--- src/rtl/mole_sched_pkg.sv ---
// Shared definitions for the mole scheduler.
// Contents: FSM state encoding, LFSR seed, LFSR tap mask and LFSR step helper.
package mole_sched_pkg;

  typedef enum logic [1:0] {
    ST_IDLE = 2'd0,
    ST_GAP  = 2'd1,
    ST_UP   = 2'd2,
    ST_DONE = 2'd3
  } state_e;

  localparam logic [15:0] LFSR_SEED = 16'hACE1;
  // Fibonacci taps 16,14,13,11 map to bits 15,13,12,10.
  localparam logic [15:0] LFSR_TAPS = 16'hB400;

  // One Fibonacci step: shift left, XOR of tapped bits enters at bit 0.
  function automatic logic [15:0] lfsr_step(input logic [15:0] s);
    return {s[14:0], ^(s & LFSR_TAPS)};
  endfunction

endpackage

--- src/rtl/lfsr16.sv ---
// Free-running 16-bit Fibonacci LFSR, reset to the package seed.
// Ports: clk_i clock, rst_ni async active-low reset, rnd_o low four state bits.
module lfsr16
  import mole_sched_pkg::*;
(
  input  logic       clk_i,
  input  logic       rst_ni,
  output logic [3:0] rnd_o
);

  logic [15:0] lfsr_q;
  logic [15:0] lfsr_d;

  // Next LFSR state, advanced every clock.
  always_comb begin
    lfsr_d = lfsr_step(lfsr_q);
  end

  // LFSR state register.
  always_ff @(posedge clk_i or negedge rst_ni) begin
    if (!rst_ni) begin
      lfsr_q <= LFSR_SEED;
    end else begin
      lfsr_q <= lfsr_d;
    end
  end

  assign rnd_o = lfsr_q[3:0];

endmodule

--- src/rtl/mole_sched.sv ---
// Whack-a-hole mole scheduler: picks a random hole after a random gap, keeps the
// mole up for a level-dependent time, and judges debounced button presses.
// Ports: clk clock; clr async active-low reset; start game start pulse;
// stop game-over level; hit[1:0] button levels; seq[1:0] lit hole (one-hot or 0);
// hit_ok / wrong / miss one-cycle result pulses; level[1:0] difficulty 0..3.
module mole_sched
  import mole_sched_pkg::*;
#(
  parameter int TICK_CYC       = 500000,
  parameter int GAP_BASE       = 30,
  parameter int UP_T0          = 100,
  parameter int UP_STEP        = 20,
  parameter int HITS_PER_LEVEL = 8
) (
  input  logic       clk,
  input  logic       clr,
  input  logic       start,
  input  logic       stop,
  input  logic [1:0] hit,
  output logic [1:0] seq,
  output logic       hit_ok,
  output logic       wrong,
  output logic       miss,
  output logic [1:0] level
);

  localparam int DW = (TICK_CYC > 1) ? $clog2(TICK_CYC) : 1;
  localparam int HW = $clog2(HITS_PER_LEVEL + 1);
  localparam logic [15:0] GAP_BASE_W = 16'(GAP_BASE);
  localparam logic [15:0] UP_T0_W    = 16'(UP_T0);
  localparam logic [15:0] UP_STEP_W  = 16'(UP_STEP);

  logic [DW-1:0] div_q, div_d;
  logic          tick_s;
  logic [3:0]    rnd_s;
  logic [1:0]    hit_q;
  logic [1:0]    press_s;
  state_e        state_q, state_d;
  logic [15:0]   cnt_q, cnt_d;
  logic [HW-1:0] hits_q, hits_d;
  logic [1:0]    seq_q, seq_d;
  logic          hit_ok_q, hit_ok_d;
  logic          wrong_q, wrong_d;
  logic          miss_q, miss_d;
  logic [1:0]    level_q, level_d;
  logic [15:0]   gap_load_s;
  logic [15:0]   up_load_s;

  lfsr16 u_lfsr (
    .clk_i  (clk),
    .rst_ni (clr),
    .rnd_o  (rnd_s)
  );

  assign tick_s     = (div_q == DW'(TICK_CYC - 1));
  assign div_d      = tick_s ? '0 : div_q + DW'(1);
  assign press_s    = hit & ~hit_q;
  assign gap_load_s = GAP_BASE_W + {12'd0, rnd_s};
  assign up_load_s  = UP_T0_W - (16'(level_q) * UP_STEP_W);

  // Next-state and output decode; stop outranks every other event.
  always_comb begin
    state_d  = state_q;
    cnt_d    = cnt_q;
    seq_d    = seq_q;
    hits_d   = hits_q;
    level_d  = level_q;
    hit_ok_d = 1'b0;
    wrong_d  = 1'b0;
    miss_d   = 1'b0;
    if (stop && (state_q != ST_IDLE)) begin
      state_d = ST_DONE;
      seq_d   = 2'b00;
    end else begin
      case (state_q)
        ST_IDLE, ST_DONE: begin
          seq_d = 2'b00;
          if (start) begin
            state_d = ST_GAP;
            cnt_d   = gap_load_s;
            level_d = 2'd0;
            hits_d  = '0;
          end else begin
            state_d = state_q;
          end
        end
        ST_GAP: begin
          seq_d = 2'b00;
          if (tick_s && (cnt_q == 16'd0)) begin
            state_d = ST_UP;
            cnt_d   = up_load_s;
            seq_d   = rnd_s[0] ? 2'b10 : 2'b01;
          end else if (tick_s) begin
            cnt_d = cnt_q - 16'd1;
          end else begin
            cnt_d = cnt_q;
          end
        end
        ST_UP: begin
          // A lit-hole press wins over an unlit press and over timeout.
          if ((press_s & seq_q) != 2'b00) begin
            hit_ok_d = 1'b1;
            seq_d    = 2'b00;
            state_d  = ST_GAP;
            cnt_d    = gap_load_s;
            if (hits_q == HW'(HITS_PER_LEVEL - 1)) begin
              hits_d  = '0;
              level_d = (level_q == 2'd3) ? 2'd3 : level_q + 2'd1;
            end else begin
              hits_d = hits_q + HW'(1);
            end
          end else begin
            wrong_d = ((press_s & ~seq_q) != 2'b00);
            if (tick_s && (cnt_q == 16'd0)) begin
              miss_d  = 1'b1;
              seq_d   = 2'b00;
              state_d = ST_GAP;
              cnt_d   = gap_load_s;
            end else if (tick_s) begin
              cnt_d = cnt_q - 16'd1;
            end else begin
              cnt_d = cnt_q;
            end
          end
        end
        default: begin
          state_d = ST_IDLE;
          seq_d   = 2'b00;
        end
      endcase
    end
  end

  // State, counters and registered outputs.
  always_ff @(posedge clk or negedge clr) begin
    if (!clr) begin
      div_q    <= '0;
      hit_q    <= 2'b00;
      state_q  <= ST_IDLE;
      cnt_q    <= 16'd0;
      hits_q   <= '0;
      seq_q    <= 2'b00;
      hit_ok_q <= 1'b0;
      wrong_q  <= 1'b0;
      miss_q   <= 1'b0;
      level_q  <= 2'd0;
    end else begin
      div_q    <= div_d;
      hit_q    <= hit;
      state_q  <= state_d;
      cnt_q    <= cnt_d;
      hits_q   <= hits_d;
      seq_q    <= seq_d;
      hit_ok_q <= hit_ok_d;
      wrong_q  <= wrong_d;
      miss_q   <= miss_d;
      level_q  <= level_d;
    end
  end

  assign seq    = seq_q;
  assign hit_ok = hit_ok_q;
  assign wrong  = wrong_q;
  assign miss   = miss_q;
  assign level  = level_q;

endmodule

--- config.mk ---
export PLATFORM = sky130hd
export DESIGN_NAME = mole_sched
export DESIGN_NICKNAME = d
export VERILOG_FILES = /design/src/rtl/mole_sched_pkg.sv /design/src/rtl/lfsr16.sv /design/src/rtl/mole_sched.sv
export SDC_FILE = /design/constraint.sdc
export NUM_CORES = 1
export LEC_CHECK = 0
export CAP_MARGIN = 15
export CORE_ASPECT_RATIO = 1.1
export CORE_MARGIN = 2
export CORE_UTILIZATION = 40
export DETAILED_ROUTE_END_ITERATION = 10
export SYNTH_ARGS = -nofsm -noshare
export SYNTH_HDL_FRONTEND = slang
export SYNTH_SLANG_ARGS = --single-unit
export TNS_END_PERCENT = 10
--- constraint.sdc ---
create_clock -name clk -period 3.8 [get_ports clk]
set_input_delay 0.76 -clock clk [delete_from_list [all_inputs] [get_ports clk]]
set_output_delay 0.76 -clock clk [all_outputs]
set_load 0.05 [all_outputs]
* Word level (Yosys, flattened, before mapping) *
Index checks and enable logic that the tools add are counted.

storage, ports and cells
  register bits = 66
  input bits = 6
  logic and storage cells = 88

cells by class
  $add $sub $neg = 6
  multipliers = 1
  equal/unequal tests = 12
  mux-type cells = 38
  bitwise operators = 6
  reductions and logical operators = 14

operators with widths
  kind                   number
  $mux 16                5
  $pmux 16 s3            1
  $mux 2                 14
  $add 19x1->19 const B  1
  $eq 19x19->1 const B   1
  $mux 19                1
  $logic_not 16->1       1
  $reduce_xor 16->1      1
  $sub 16x1->16 const B  1
  $mux 4                 3
  $pmux 2 s3             2
  $mux 1                 10
  $pmux 4 s2             1
  $reduce_bool 2->1      4
  $sub 7x7->8 const A    1
  $add 5x4->6 const A    1
  $and 2x2->2            3
  $eq 2x2->1 const B     3
  $ne 2x2->1 const B     3
  $ne 3x3->1 const B     2
  $mul 2x3->5 const B    1
  $reduce_and 5->1       1
  $add 4x1->4 const B    1
  $eq 4x3->1 const B     1
  12 further kinds       14

* Logic depth before layout (Yosys ltp) *
Gate-level depths: netlist of run 1.

  depth after elaboration = 7
  mapped depth = 9
  depth with buffers taken out = 8

* Cells and area by module *
Synthesis of run 1 repeated with hierarchy kept, for this count alone.

second synthesis, totals
  cells, all modules = 341
  area, all modules = 3,335.7 µm²

modules (own cells, without submodules)
  module      times used  cells an instance  area each (µm²)  sequential area each (µm²)
  mole_sched  1           318                2,869.0          1,251.2
  lfsr16      1           23                 466.7            410.4

* Worst setup path before layout of run 1 *
Ideal clock, no wire load.

  path kind = input-to-reg
  start point = input hit[0]
  end point = register cnt_q[10]
  data arrival time = 2.187 ns
  data required time = 3.718 ns
  path slack = 1.531 ns
  cell stages on the path = 6
  buffers on the path = 0
  cells stage by stage = nor2b_1 a221oi_2 o21bai_2 nor2_2 a21bo_2 a31oi_1

between the ends
  word-level cells in the longest chain between the ends = 5

RTL lines
  element                 line               source
  start: declaration      mole_sched.sv:19   input logic [1:0] hit,
  $and 2x2->2             mole_sched.sv:57   assign press_s = hit & ~hit_q;
  $and 2x2->2             mole_sched.sv:101  if ((press_s & seq_q) != 2'b00) begin
  $reduce_bool 2->1       mole_sched.sv:101
  $mux 16                 mole_sched.sv:101
  $pmux 16 s3             mole_sched.sv:75   case (state_q)
  end signal: assignment  mole_sched.sv:151  cnt_q <= cnt_d;
  end: declaration        mole_sched.sv:39   logic [15:0] cnt_q, cnt_d;

Every way passes these cells.
A chain may end at the register's enable or synchronous reset.

* Final worst setup path of run 1 *
  start point = register cnt_q[0]
  end point = register state_q[1]

between the ends
  word-level cells in the longest chain between the ends = 4

RTL lines
  element                                                           line                                 source
  $logic_not 16->1 *                                                mole_sched.sv:89, mole_sched.sv:114
  $logic_and 1x1->1 *                                               mole_sched.sv:89, mole_sched.sv:114
  $ne 4x4->1 (no source line) / $ne 3x3->1 (equally long branches)  --
  $reduce_and 3->1 (no source line) *                               --
  end signal: assignment                                            mole_sched.sv:150                    state_q <= state_d;
  end: declaration                                                  mole_sched.sv:38                     state_e state_q, state_d;

Mark *: on every way between the ends. The rest lies on a longest branch, timed or not.

==> impl_metrics.py, run 1 <==
metrics = {
    "outcome": {
        "status": "finished clean",
    },
    "logic_synthesis": {
        "synth_flop_cell": "dfrtp_1",
        "synth_area_um2": 3420,
        "syn_nets": 353,
        "ys.warnings.count": 0,
        "synthArstFlopShare_pct": 100,
        "synth_edf_count": 0,
        "synth.avg_cell_area_um2": 10.1,
        "yosys_register_bits": 66,
        "yosysSeqAreaShare_pct": 48.6,
        "synth.distinct_cells": 60,
        "synth_cells": 337,
    },
    "layout": {
        "drive_gt1_share_pct": 12.2,
        "areaGrowthSynthToFinish_pct": 12.0,
        "stdcell_count": 471,
        "mostFrequentLayoutCell": "dfrtp_1",
        "fill_cells": 815,
        "seqCellArea_um2": 1660,
        "nets": 371,
        "multi_input_area_um2": 1670,
        "final_cell_mix": "dfrtp_1 (58), nor2_1 (34), nand2_1 (29), o21ai_0 (19)",
        "num_antenna_cells": 0,
    },
    "place": {
        "placed_cells": 455,
        "place.gp.congestion": 0.828,
        "portBuffers": 12,
        "hpwl_um": 4940,
    },
    "power": {
        "peakVddDrop_mv": 0.304,
        "p_comb_share_pct": 28.8,
        "seqPwrFrac_pct": 43.3,
        "p_leak_nw": 1.61,
        "p_clk_share_pct": 27.9,
        "switching_share_pct": 36.1,
        "p_total_mw": 1.86,
        "pwr_density_cell_nw_per_um2": 485,
        "p_sw_mw": 0.669,
        "internal_power_mw": 1.19,
    },
    "global_routing": {
        "grt_pass1_vias": 2590,
        "gr-usage-all-layers_pct": 17.0,
        "grt_overflow": 0,
        "grt_pass1_wl_um": 12600,
        "grt_max_degree": 67,
        "antenna_found_initial": 0,
    },
    "floorplanning": {
        "start_util_pct": 41.1,
        "ioPinCount": 13,
        "die_area_um2": 9300,
        "die_w_um": 92.1,
        "die_h_um": 101,
        "core-area_um2": 8320,
        "rows": 35,
    },
    "detailed_routing": {
        "post_drt_wl_per_cell_um": 15.1,
        "postRouteAntennaNets": 0,
        "drc": 0,
        "dr.pass1.iters": 4,
        "wirelength_um": 7110,
        "drt_iter0_drc": 168,
        "vias": 2604,
        "routed_via_density": 5.53,
    },
    "timing": {
        "report.final.slew_viol_count": 0,
        "finalHoldViolCount": 0,
        "fin_skew_ns": 0.00527,
        "finalSetupViolCount": 0,
        "fin_setup_tns_ns": 0,
        "post-route-min-period_ns": 2.78,
        "worst_pin_slew_ns": 0.813,
        "max_freq_ghz": 0.359,
        "slew_headroom_pct": 45.8,
        "rsz0062_at_grt": "false",
        "fin_crit_sh_pct": 73.3,
    },
    "clock_tree": {
        "cts_root_buf": "clkbuf_8",
        "clk_pin_slew_ns": 0.07,
        "cts_max_path_buffers": 2,
        "cts_buffers": 9,
        "cts_hold_buf": 0,
        "cts_resized": 0,
        "htree_levels": 3,
        "clkLatencyLatePin_ns": 0.34,
        "postCtsSetupBuffers": 0,
        "numClockSinks": 66,
        "cts_tree": "built",
    },
    "critical_path": {
        "critPathKind": "flip-flop to flip-flop",
        "crit_path_end_kind": "flip-flop",
        "path_max_fanout": 13,
        "critPathLaunchType": "flip-flop",
        "crit_arrival_ns": 3.05,
        "required_ns": 4.06,
    },
    "worst_hold_path": {
        "holdCritPathClass": "flip-flop to flip-flop",
    },
    "flow_run": {
        "max-cap-violations": 0,
    },
}
## routing by layer
| layer | global-route usage [%] | wire length [um] | share of wire (%) |
|---|---|---|---|
| met3 | 4.41 | 283 | 4.0 |
| met1 | 23.1 | 3390 | 48 |
| met5 | 0 | 0 | 0 |
| met4 | 5.63 | 76 | 1.1 |
| met2 | 26.6 | 3360 | 47 |
## per-stage QoR
step | cell area, um2 | setup slack [ns] | utilization [%] | hold slack, ns
after floorplan | 3420 | 1.53 | - | 0.331
after global placement | 3660 | 0.849 | 44.0 | 0.334
after detailed placement | 3660 | 0.756 | 44.0 | 0.337
after CTS | 3830 | 1.03 | 46.0 | 0.353
after global routing | 3830 | 0.822 | 46.0 | 0.360
final | 3830 | 1.02 | 46.0 | 0.352
## cell type report
class                      count  share of cell area, %
inverter                      13                   1.27
clock buffer                  11                   3.69
multi-input combinational    250                   43.6
timing repair buffer          15                   3.59
sequential                    66                   43.4
clock inverter                 5                  0.784
tap                          111                   3.63
## final timing paths
path                                       startpoint                         end  depth (start not counted)  slack [ns]
min in group asynchronous                         clr  u_lfsr.lfsr_q[9]$_DFF_PN0_                          2        0.60
min reg2reg                u_lfsr.lfsr_q[8]$_DFF_PN0_  u_lfsr.lfsr_q[9]$_DFF_PN0_                          0        0.35
max reg2reg                      cnt_q[0]$_DFFE_PN0P_      state_q[1]$_DFFE_PN0P_                          8        1.02
max                              cnt_q[0]$_DFFE_PN0P_      state_q[1]$_DFFE_PN0P_                          8        1.02
max in group asynchronous                         clr       cnt_q[13]$_DFFE_PN0P_                          2        2.68
min                        u_lfsr.lfsr_q[8]$_DFF_PN0_  u_lfsr.lfsr_q[9]$_DFF_PN0_                          0        0.35
## cell families (layout without fill, tap and decap cells)
kind of cell               count (synthesis)  after routing  share of synthesized area (%)
AOI/OAI and AO/OA                         70             70                           13.8
muxes                                      5              5                           1.50
adders and majority gates                 10             10                           3.66
DFF                                       66             66                           48.6
and+or+nand+nor                          144            144                           24.5
xor gates and xnor gates                  21             21                           5.38
buffers and inverters                     21             44                           2.53
## synth_stat cells (all sizes together) (2+ instances only)
library cell	count	share of area, %
buf	4	0.66
and3	4	0.73
a31oi	4	0.73
a221o	2	0.59
mux2i	4	1.2
and4	2	0.51
o31ai	8	1.8
and2	3	0.55
o21ai	24	3.5
nor3	15	2.5
nor2	35	3.9
nor2b	4	0.73
nand3b	5	1.1
a22o	3	0.77
ha	10	3.7
nand2b	3	0.55
or3	3	0.70
o211ai	3	0.66
dfstp	8	6.1
a211o	2	0.51
xor2	13	3.3
inv	13	1.4
a22oi	2	0.44
nor4	8	2.5
a211oi	2	0.44
a21oi	7	1.0
clkbuf	4	0.44
nand3	14	2.0
a21boi	2	0.44
dfrtp	58	42
nor4b	4	1.8
nand4	11	2.6
nand2	29	3.2
xnor2	8	2.0
o21a	2	0.44
## critical path, stage by stage, from the launching register on
cell      delay [ns]
dfrtp_1         0.43
inv_1           0.08
ha_1            0.17
nor4b_2         0.49
nand4b_1        0.32
nor4_4          0.62
o22ai_1         0.26
o21a_1          0.24
o21ai_1         0.11
## state kept, by name, indices dropped and copies added, names as in the netlist
signal	count
div_q	19
cnt_q	16
u_lfsr.lfsr_q	16
hits_q	4
hit_q	2
level	2
seq	2
state_q	2
hit_ok	1
miss	1
wrong	1
## power by group through the flow
stage	Combinational, mW	Sequential [mW]	Clock [mW]
after floorplan	0.374	0.823	0
after global placement	0.521	0.815	0
after detailed placement	0.529	0.816	0
after CTS	0.534	0.803	0.534
after global routing	0.598	0.814	0.567
final	0.535	0.804	0.517
Note: power is estimated with default switching activity, not from simulation.
==> inputs of run 2 (changes only) <==
==> constraint.sdc (replaced) <==
create_clock -name clk -period 2.3 [get_ports clk]
set_input_delay 0.46 -clock clk [delete_from_list [all_inputs] [get_ports clk]]
set_output_delay 0.46 -clock clk [all_outputs]
set_load 0.05 [all_outputs]
==> impl_metrics.py, run 2 (synthesis gave the netlist of run 1 again) <==
metrics = {
    "clock_tree": {
        "cts_buffers": 9,
        "htree_levels": 3,
        "cts_tree": "built",
        "clk_pin_slew_ns": 0.08,
        "clkLatencyLatePin_ns": 0.36,
        "cts_hold_buf": 0,
        "cts_max_path_buffers": 2,
        "cts_root_buf": "clkbuf_8",
        "numClockSinks": 66,
    },
    "detailed_routing": {
        "drt_iter0_drc": 90,
        "dr.pass1.iters": 6,
        "wirelength_um": 7730,
        "postRouteAntennaNets": 0,
        "drc": 0,
        "routed_via_density": 5.44,
        "post_drt_wl_per_cell_um": 15.2,
        "vias": 2772,
    },
    "global_routing": {
        "grt_pass1_vias": 2812,
        "antenna_found_initial": 0,
        "grt_overflow": 0,
        "grt_max_degree": 44,
        "gr-usage-all-layers_pct": 18.7,
        "grt_pass1_wl_um": 13600,
    },
    "timing": {
        "finalHoldViolCount": 0,
        "fin_skew_ns": 0.00820,
        "post-route-min-period_ns": 2.21,
        "finalSetupViolCount": 0,
        "rsz0062_at_grt": "true",
        "report.final.slew_viol_count": 0,
        "max_freq_ghz": 0.452,
        "fin_crit_sh_pct": 96.1,
        "slew_headroom_pct": 63.3,
        "worst_pin_slew_ns": 0.550,
        "setup_ws_ns": 0.0892,
    },
    "layout": {
        "nets": 410,
        "largest_reg_flops": 19,
        "final_cell_mix": "dfrtp_1 (57), buf_4 (40), nor2_1 (34), nand2_1 (29), o21ai_0 (18)",
        "drive_gt1_share_pct": 22.6,
        "largest_register": "div_q",
        "top_regs": "div_q: 19 flops, cnt_q: 16 flops, u_lfsr.lfsr_q: 16 flops",
        "mostFrequentLayoutCell": "dfrtp_1",
        "areaGrowthSynthToFinish_pct": 22.8,
        "fill_cells": 806,
        "num_antenna_cells": 0,
    },
    "place": {
        "place.gp.congestion": 0.880,
        "pre_cts_ws_ns": -0.0892,
        "portBuffers": 12,
        "hpwl_um": 5620,
    },
    "critical_path": {
        "critPathLaunchType": "flip-flop",
        "crit_slowest_cell": "dfrtp_1",
        "crit_arrival_ns": 2.44,
        "worstPathCellList": "nor4b_2 -> buf_4 -> nand4_4 -> nor4_4 -> buf_6 -> o21ai_0 -> a32oi_1 -> o31ai_1",
        "crit_path_end_kind": "flip-flop",
        "required_ns": 2.53,
        "cpPeakStageDelay_ns": 0.39,
        "critPathKind": "flip-flop to flip-flop",
        "path_max_fanout": 7,
    },
    "power": {
        "p_sw_mw": 1.25,
        "p_clk_share_pct": 28.3,
        "peakVddDrop_mv": 0.619,
        "p_leak_nw": 1.83,
        "p_total_mw": 3.31,
        "p_comb_share_pct": 31.6,
        "seqPwrFrac_pct": 40.1,
        "pwr_density_cell_nw_per_um2": 789,
        "switching_share_pct": 37.7,
        "internal_power_mw": 2.06,
    },
    "flow_run": {
        "max-cap-violations": 0,
    },
    "floorplanning": {
        "die_h_um": 101,
        "core-area_um2": 8320,
        "die_w_um": 92.1,
        "rows": 35,
        "ioPinCount": 13,
        "die_area_um2": 9300,
        "start_util_pct": 41.1,
    },
    "worst_hold_path": {
        "holdCritPathClass": "primary input to async pin",
    },
    "outcome": {
        "status": "finished clean",
    },
}
## run 2: cell types whose count changed in the layout (fill, tap and decap cells not counted), moves of 2 or more
| cell | delta |
|---|---|
| buf_4 | +37 |
| clkinv_2 | -3 |
| inv_6 | +3 |
| nor3_1 | -2 |
| nor3_2 | +2 |
## run 2: critical path, delay by kind of cell (launching register included)
family / cells / cell delay, ns
compound gates: 3 / 0.52
flops: 1 / 0.39
simple gates: 3 / 0.81
buf+inv: 2 / 0.36
## run 2: path summary, 6_finish.rpt
path,startpoint,end,slack (ns),cells after the start
worst min-delay path,clr,u_lfsr.lfsr_q[1]$_DFF_PN0_,0.08,1
worst max register to register,div_q[7]$_DFF_PN0_,cnt_q[2]$_DFFE_PN0P_,0.09,8
worst max-delay path,div_q[7]$_DFF_PN0_,cnt_q[2]$_DFFE_PN0P_,0.09,8
worst min register to register,u_lfsr.lfsr_q[8]$_DFF_PN0_,u_lfsr.lfsr_q[9]$_DFF_PN0_,0.36,0
max in group asynchronous,clr,u_lfsr.lfsr_q[13]$_DFF_PN1_,1.55,2
min in group clk,u_lfsr.lfsr_q[8]$_DFF_PN0_,u_lfsr.lfsr_q[9]$_DFF_PN0_,0.36,0
## run 2: area by class of cell
type	instances	area (um2)	area share, %
Clock buffer	9	124	2.95
Clock inverter	7	60.1	1.43
Inverter	13	48.8	1.16
Multi-Input combinational cell	250	1720	40.9
Sequential cell	66	1660	39.6
Tap cell	111	139	3.31
Timing Repair Buffer	54	447	10.6
## run 2: power by group through the flow
stage / sequential (mW) / combinational, mW / clock [mW]
after floorplan: 1.36 / 0.618 / 0
after CTS: 1.31 / 1.02 / 0.971
after detailed placement: 1.34 / 1.01 / 0
after global placement: 1.33 / 0.997 / 0
final: 1.33 / 1.05 / 0.936
after global routing: 1.34 / 1.18 / 1.03
## run 2: per-stage QoR
stage / cells / utilization, % / cell area (um2) / setup TNS (ns) / hold WS [ns]
2_1_floorplan: 337 / - / 3420 / 0 / 0.164
3_3_place_gp: 493 / 47.5 / 3960 / -0.144 / 0.335
3_5_place_dp: 493 / 47.5 / 3960 / -0.283 / 0.341
4_1_cts: 510 / 49.8 / 4150 / 0 / 0.0861
5_1_grt: 510 / 50.4 / 4200 / -0.0702 / 0.117
6_report: 510 / 50.4 / 4200 / 0 / 0.0809
## run 2: metal layers
metal / vias up / track usage [%] / wire (um)
li1: 1343 / - / -
met1: 1353 / 24.2 / 3530
met2: 57 / 30.3 / 3720
met3: 19 / 4.11 / 270
met4: 0 / 8.61 / 215
met5: - / 0 / 0
## run 2: repair_timing
action	CTS	global route
endpoints found under the hold margin	0	0
setup endpoints to repair	1	10
cloned	0	0
pin swaps	1	1
setup buffers	1	0
resized for setup	0	10
==> edit 1, RTL diff (config.mk and constraints of run 1) <==
Set the parameter `HITS_PER_LEVEL` to 4 (it was 8).
--- a/src/rtl/mole_sched.sv
+++ b/src/rtl/mole_sched.sv
@@ -10,7 +10,7 @@
   parameter int GAP_BASE       = 30,
   parameter int UP_T0          = 100,
   parameter int UP_STEP        = 20,
-  parameter int HITS_PER_LEVEL = 8
+  parameter int HITS_PER_LEVEL = 4
 ) (
   input  logic       clk,
   input  logic       clr,
Behaviour: no difference found for any inputs over 10 cycles, from zero or initial values; that may be too few to reach the edited logic, so the function may still have changed.
==> edit 1 against run 1 <==
Critical endpoint is now cnt_q[1]$_DFFE_PN0P_; setup slack gained 0.12 ns; first-iteration DRC count grew 35%; design area grew 0.72%; power grew 12%; count of clock-buffer cells in the layout shrank 1; wire length grew 2.4%; area after synthesis shrank 1.9%; sequential cell count shrank 1.
==> edit 1: results (changes against run 1) <==
<table>
<tr><th>Metric</th><th>Value</th></tr>
<tr><th colspan="2">Power</th></tr>
<tr><td>Share of power burned in the clock network</td><td>32.4% (+4.5 points)</td></tr>
<tr><td>Power per standard cell area</td><td>537 nW/um2 (+11%)</td></tr>
<tr><td>Pleak</td><td>1.63 nW (+1.4%)</td></tr>
<tr><td>Net switching power</td><td>0.740 mW (+11%)</td></tr>
<tr><td>Peak VDD IR</td><td>0.277 mV (-8.9%)</td></tr>
<tr><td>Share of power burned in combinational logic</td><td>29.1% (+0.3 points)</td></tr>
<tr><th colspan="2">Timing</th></tr>
<tr><td>Highest clock rate</td><td>376 MHz (+4.7%)</td></tr>
<tr><td>Clk_skew</td><td>0.0144 ns (+0.00917 ns)</td></tr>
<tr><th colspan="2">Cells and area</th></tr>
<tr><td>Fraction of area in registers</td><td>42.4% (-0.96 points)</td></tr>
<tr><td>ClkCell Share</td><td>5.94% (+1.5 points)</td></tr>
<tr><td>Number of non-clock buffers</td><td>20 (+5)</td></tr>
<tr><td>Multi-input logic cell count</td><td>251 (+0.40%)</td></tr>
<tr><td>Post-layout nets</td><td>381 (+2.7%)</td></tr>
<tr><td>Share of cell area taken by multi-input logic gates</td><td>41.4% (-2.2 points)</td></tr>
<tr><th colspan="2">Logic synthesis</th></tr>
<tr><td>Dominant cells by area after synthesis</td><td>sky130_fd_sc_hd__dfrtp_1 43%, sky130_fd_sc_hd__dfstp_2 6.3%, sky130_fd_sc_hd__ha_1 3.7%, sky130_fd_sc_hd__nor2_1 3.4%, sky130_fd_sc_hd__nand3_1 3.1%</td></tr>
<tr><td>Seq cells post-synth</td><td>65 (-1.5%)</td></tr>
<tr><td>Synthesized net count</td><td>363 (+2.8%)</td></tr>
<tr><td>Top cells by instance count after synthesis</td><td>57 x sky130_fd_sc_hd__dfrtp_1, 30 x sky130_fd_sc_hd__nor2_1, 22 x sky130_fd_sc_hd__nand2_1</td></tr>
<tr><td>Mean cell area of the mapped netlist</td><td>9.66 um2 (-4.8%)</td></tr>
<tr><th colspan="2">GRT</th></tr>
<tr><td>First-pass GRT wire length</td><td>12.6 mm (-0.17%)</td></tr>
<tr><th colspan="2">Min path</th></tr>
<tr><td>Type of the tightest min-delay check</td><td>in2async</td></tr>
<tr><th colspan="2">Place</th></tr>
<tr><td>HPWL after detailed placement</td><td>5.05 mm (+2.2%)</td></tr>
<tr><td>Cell total after placement</td><td>464 (+2.0%)</td></tr>
<tr><td>Placed standard-cell area</td><td>3610 um2 (-1.4%)</td></tr>
<tr><th colspan="2">Worst setup path</th></tr>
<tr><td>Source of the critical timing path</td><td>div_q[9]$_DFF_PN0_</td></tr>
<tr><td>Worst-path fanout max</td><td>7 (-6)</td></tr>
<tr><td>Reg-to-reg setup timing slack</td><td>1.14 ns (+0.12 ns)</td></tr>
<tr><th colspan="2">Route</th></tr>
<tr><td>Per-cell via count in the routed design</td><td>5.56 (+0.52%)</td></tr>
<tr><th colspan="2">Run status</th></tr>
<tr><td>Outcome</td><td>finished clean</td></tr>
</table>
[edit 1: worst max-delay path, stage by stage, from the launching register on]
cell	delay (ns)
sky130_fd_sc_hd__dfrtp_1	0.45
sky130_fd_sc_hd__or4b_1	0.50
sky130_fd_sc_hd__or4_1	0.51
sky130_fd_sc_hd__nor2_1	0.44
sky130_fd_sc_hd__o31ai_1	0.21
sky130_fd_sc_hd__or3_1	0.37
sky130_fd_sc_hd__o211ai_1	0.10
[edit 1: kinds of logic after synthesis]
logic type	after synthesis	share of synthesized area (%)
AOI/OAI and AO/OA	65	12.0
DFF	65	48.8
adders and majority gates	10	3.73
muxes	5	1.49
buffers and inverters	31	3.55
and+or+nand+nor	150	24.9
xor gates and xnor gates	21	5.49
[edit 1: per-layer routing]
metal | wire length (um) | track usage [%]
met4 | 172 | 8.51
met2 | 3370 | 26.8
met3 | 337 | 4.95
met1 | 3400 | 22.2
met5 | 0 | 0
==> edit 2, RTL diff (settings of run 1) <==
Without the edit above. The 4 states of `state_e` get a one-hot encoding in 4 bits.
--- a/src/rtl/mole_sched_pkg.sv
+++ b/src/rtl/mole_sched_pkg.sv
@@ -2,11 +2,11 @@
 // Contents: FSM state encoding, LFSR seed, LFSR tap mask and LFSR step helper.
 package mole_sched_pkg;
 
-  typedef enum logic [1:0] {
-    ST_IDLE = 2'd0,
-    ST_GAP  = 2'd1,
-    ST_UP   = 2'd2,
-    ST_DONE = 2'd3
+  typedef enum logic [3:0] {
+    ST_IDLE = 4'b0001,
+    ST_GAP  = 4'b0010,
+    ST_UP   = 4'b0100,
+    ST_DONE = 4'b1000
   } state_e;
 
   localparam logic [15:0] LFSR_SEED = 16'hACE1;
Formal check against the unedited RTL: same outputs for any inputs over 10 cycles, from zero or initial values; not proved beyond that.
==> edit 2 against run 1 <==
Area after synthesis up 1.8%; setup slack improved by 0.18 ns; wire length up 7.5%; first-iteration DRC count did not move; clock skew increased by 0.0095 ns; via count up 5.8%; fmax increased by 7.0%; sequential cell count increased by 2; power down 7.6%; synthesized cell count up 5.6%; design area rose by 2.0%; count of clock-buffer cells in the layout down 2; highest routed layer unchanged.
==> edit 2: results (changes against run 1) <==
<table>
<tr><th>Metric</th><th>Value</th></tr>
<tr><th colspan="2">Route</th></tr>
<tr><td>Routed via count</td><td>2756 (+5.8%)</td></tr>
<tr><td>Drt first pass iters</td><td>4 (unchanged)</td></tr>
<tr><th colspan="2">Logic synthesis</th></tr>
<tr><td>Share of synthesized area occupied by flip-flops and latches</td><td>49.2% (+0.60 points)</td></tr>
<tr><td>Synthesized net count</td><td>369 (+4.5%)</td></tr>
<tr><td>Dominant cells by area after synthesis</td><td>sky130_fd_sc_hd__dfrtp_1 42%, sky130_fd_sc_hd__dfstp_2 6.8%, sky130_fd_sc_hd__nor2_1 4.6%, sky130_fd_sc_hd__nand2_1 3.8%, sky130_fd_sc_hd__o21ai_0 2.7%</td></tr>
<tr><td>Top cells by instance count after synthesis</td><td>59 x sky130_fd_sc_hd__dfrtp_1, 43 x sky130_fd_sc_hd__nor2_1, 35 x sky130_fd_sc_hd__nand2_1</td></tr>
<tr><th colspan="2">Timing</th></tr>
<tr><td>Clk_skew</td><td>0.0147 ns (+0.00948 ns)</td></tr>
<tr><td>Max-Slew Margin vs Limit</td><td>41.5% (-4.3 points)</td></tr>
<tr><th colspan="2">Worst setup path</th></tr>
<tr><td>Path depth of the worst reg2reg path</td><td>6 (-2)</td></tr>
<tr><td>Signal arrival time at the worst endpoint</td><td>2.88 ns (-0.17 ns)</td></tr>
<tr><td>Endpoint of the worst-slack reg-to-reg timing path</td><td>cnt_q[1]$_DFFE_PN0P_</td></tr>
<tr><td>Cell type of the slowest stage on the worst timing path</td><td>sky130_fd_sc_hd__or4b_1</td></tr>
<tr><td>Launching point of the worst reg2reg path</td><td>state_q[1]$_DFFE_PN0P_</td></tr>
<tr><td>Largest stage delay on the critical path</td><td>0.81 ns (+0.19 ns)</td></tr>
<tr><td>Reg-to-reg setup timing slack</td><td>1.20 ns (+0.18 ns)</td></tr>
<tr><th colspan="2">Place</th></tr>
<tr><td>Routability congestion estimate</td><td>0.831 (+0.25%)</td></tr>
<tr><td>HPWL after detailed placement</td><td>5.48 mm (+11%)</td></tr>
<tr><th colspan="2">GRT</th></tr>
<tr><td>Pin count of the biggest net entering global routing</td><td>27 (-60%)</td></tr>
<tr><td>Overall track demand over capacity in global routing</td><td>17.8% (+0.76 points)</td></tr>
<tr><td>First-pass GRT wire length</td><td>13.4 mm (+6.4%)</td></tr>
<tr><th colspan="2">Cells and area</th></tr>
<tr><td>Post-layout nets</td><td>388 (+4.6%)</td></tr>
<tr><td>Share of layout cells above drive strength 1</td><td>11.8% (-0.38 points)</td></tr>
<tr><td>Number of fillers in the final layout</td><td>828 (+1.6%)</td></tr>
<tr><th colspan="2">Run status</th></tr>
<tr><td>Outcome</td><td>finished clean</td></tr>
<tr><th colspan="2">CTS</th></tr>
<tr><td>Clock slew at reported path FFs</td><td>0.09 ns (+0.02 ns)</td></tr>
<tr><th colspan="2">Min path</th></tr>
<tr><td>Worst Hold End</td><td>u_lfsr.lfsr_q[5]$_DFF_PN1_</td></tr>
</table>
## edit 2: per-layer routing
layer	vias up	wire (um)	global-route usage, %
met1	1353	3590	23.7
met5	-	0	0
met3	18	233	3.32
met2	57	3650	28.6
li1	1328	-	-
met4	0	161	7.69
## edit 2: per-stage QoR
stage	cells	setup slack [ns]	util [%]	hold slack (ns)	area, um2
4_1_cts	491	1.20	46.4	0.343	3910
6_report	491	1.20	46.4	0.347	3910
2_1_floorplan	356	1.55	-	0.331	3480
3_3_place_gp	475	1.02	44.3	0.335	3720
5_1_grt	491	0.986	46.4	0.340	3910
3_5_place_dp	475	0.929	44.3	0.337	3720
## edit 2: cell families after synthesis
logic type / Yosys count / share of synthesized area [%]
mux: 5 / 1.51
flops: 68 / 49.2
buf+inv: 23 / 2.91
simple gates: 163 / 25.0
fa+ha+maj: 7 / 2.52
xor+xnor: 20 / 5.03
compound gates: 70 / 13.8
## edit 2: area by class of cell
type,instances,area (um2),share of cell area (%)
Clock buffer,9,124,3.17
Clock inverter,7,57.6,1.47
Inverter,14,52.6,1.35
Multi-Input combinational cell,265,1670,42.7
Sequential cell,68,1710,43.9
Tap cell,111,139,3.56
Timing Repair Buffer,17,153,3.91
## edit 2: power by group through the flow
stage	logic [mW]	registers (mW)	clock network, mW
final	0.326	0.835	0.554
after global routing	0.375	0.842	0.613
after CTS	0.330	0.833	0.571
after detailed placement	0.329	0.846	0
after global placement	0.323	0.844	0
after floorplan	0.281	0.799	0
## edit 2: worst max path at each step
stage,to,start,cells past startpoint
finish,cnt_q[1]$_DFFE_PN0P_,state_q[1]$_DFFE_PN0P_,6
global route,cnt_q[5]$_DFFE_PN0P_,cnt_q[8]$_DFFE_PN0P_,6
CTS,level[1]$_DFFE_PN0P_,state_q[1]$_DFFE_PN0P_,5
detailed placement,level[1]$_DFFE_PN0P_,hit[0],7
global placement,level[0]$_DFFE_PN0P_,hit[0],7
floorplan,level[0]$_DFFE_PN0P_,state_q[0]$_DFFE_PN1P_,6
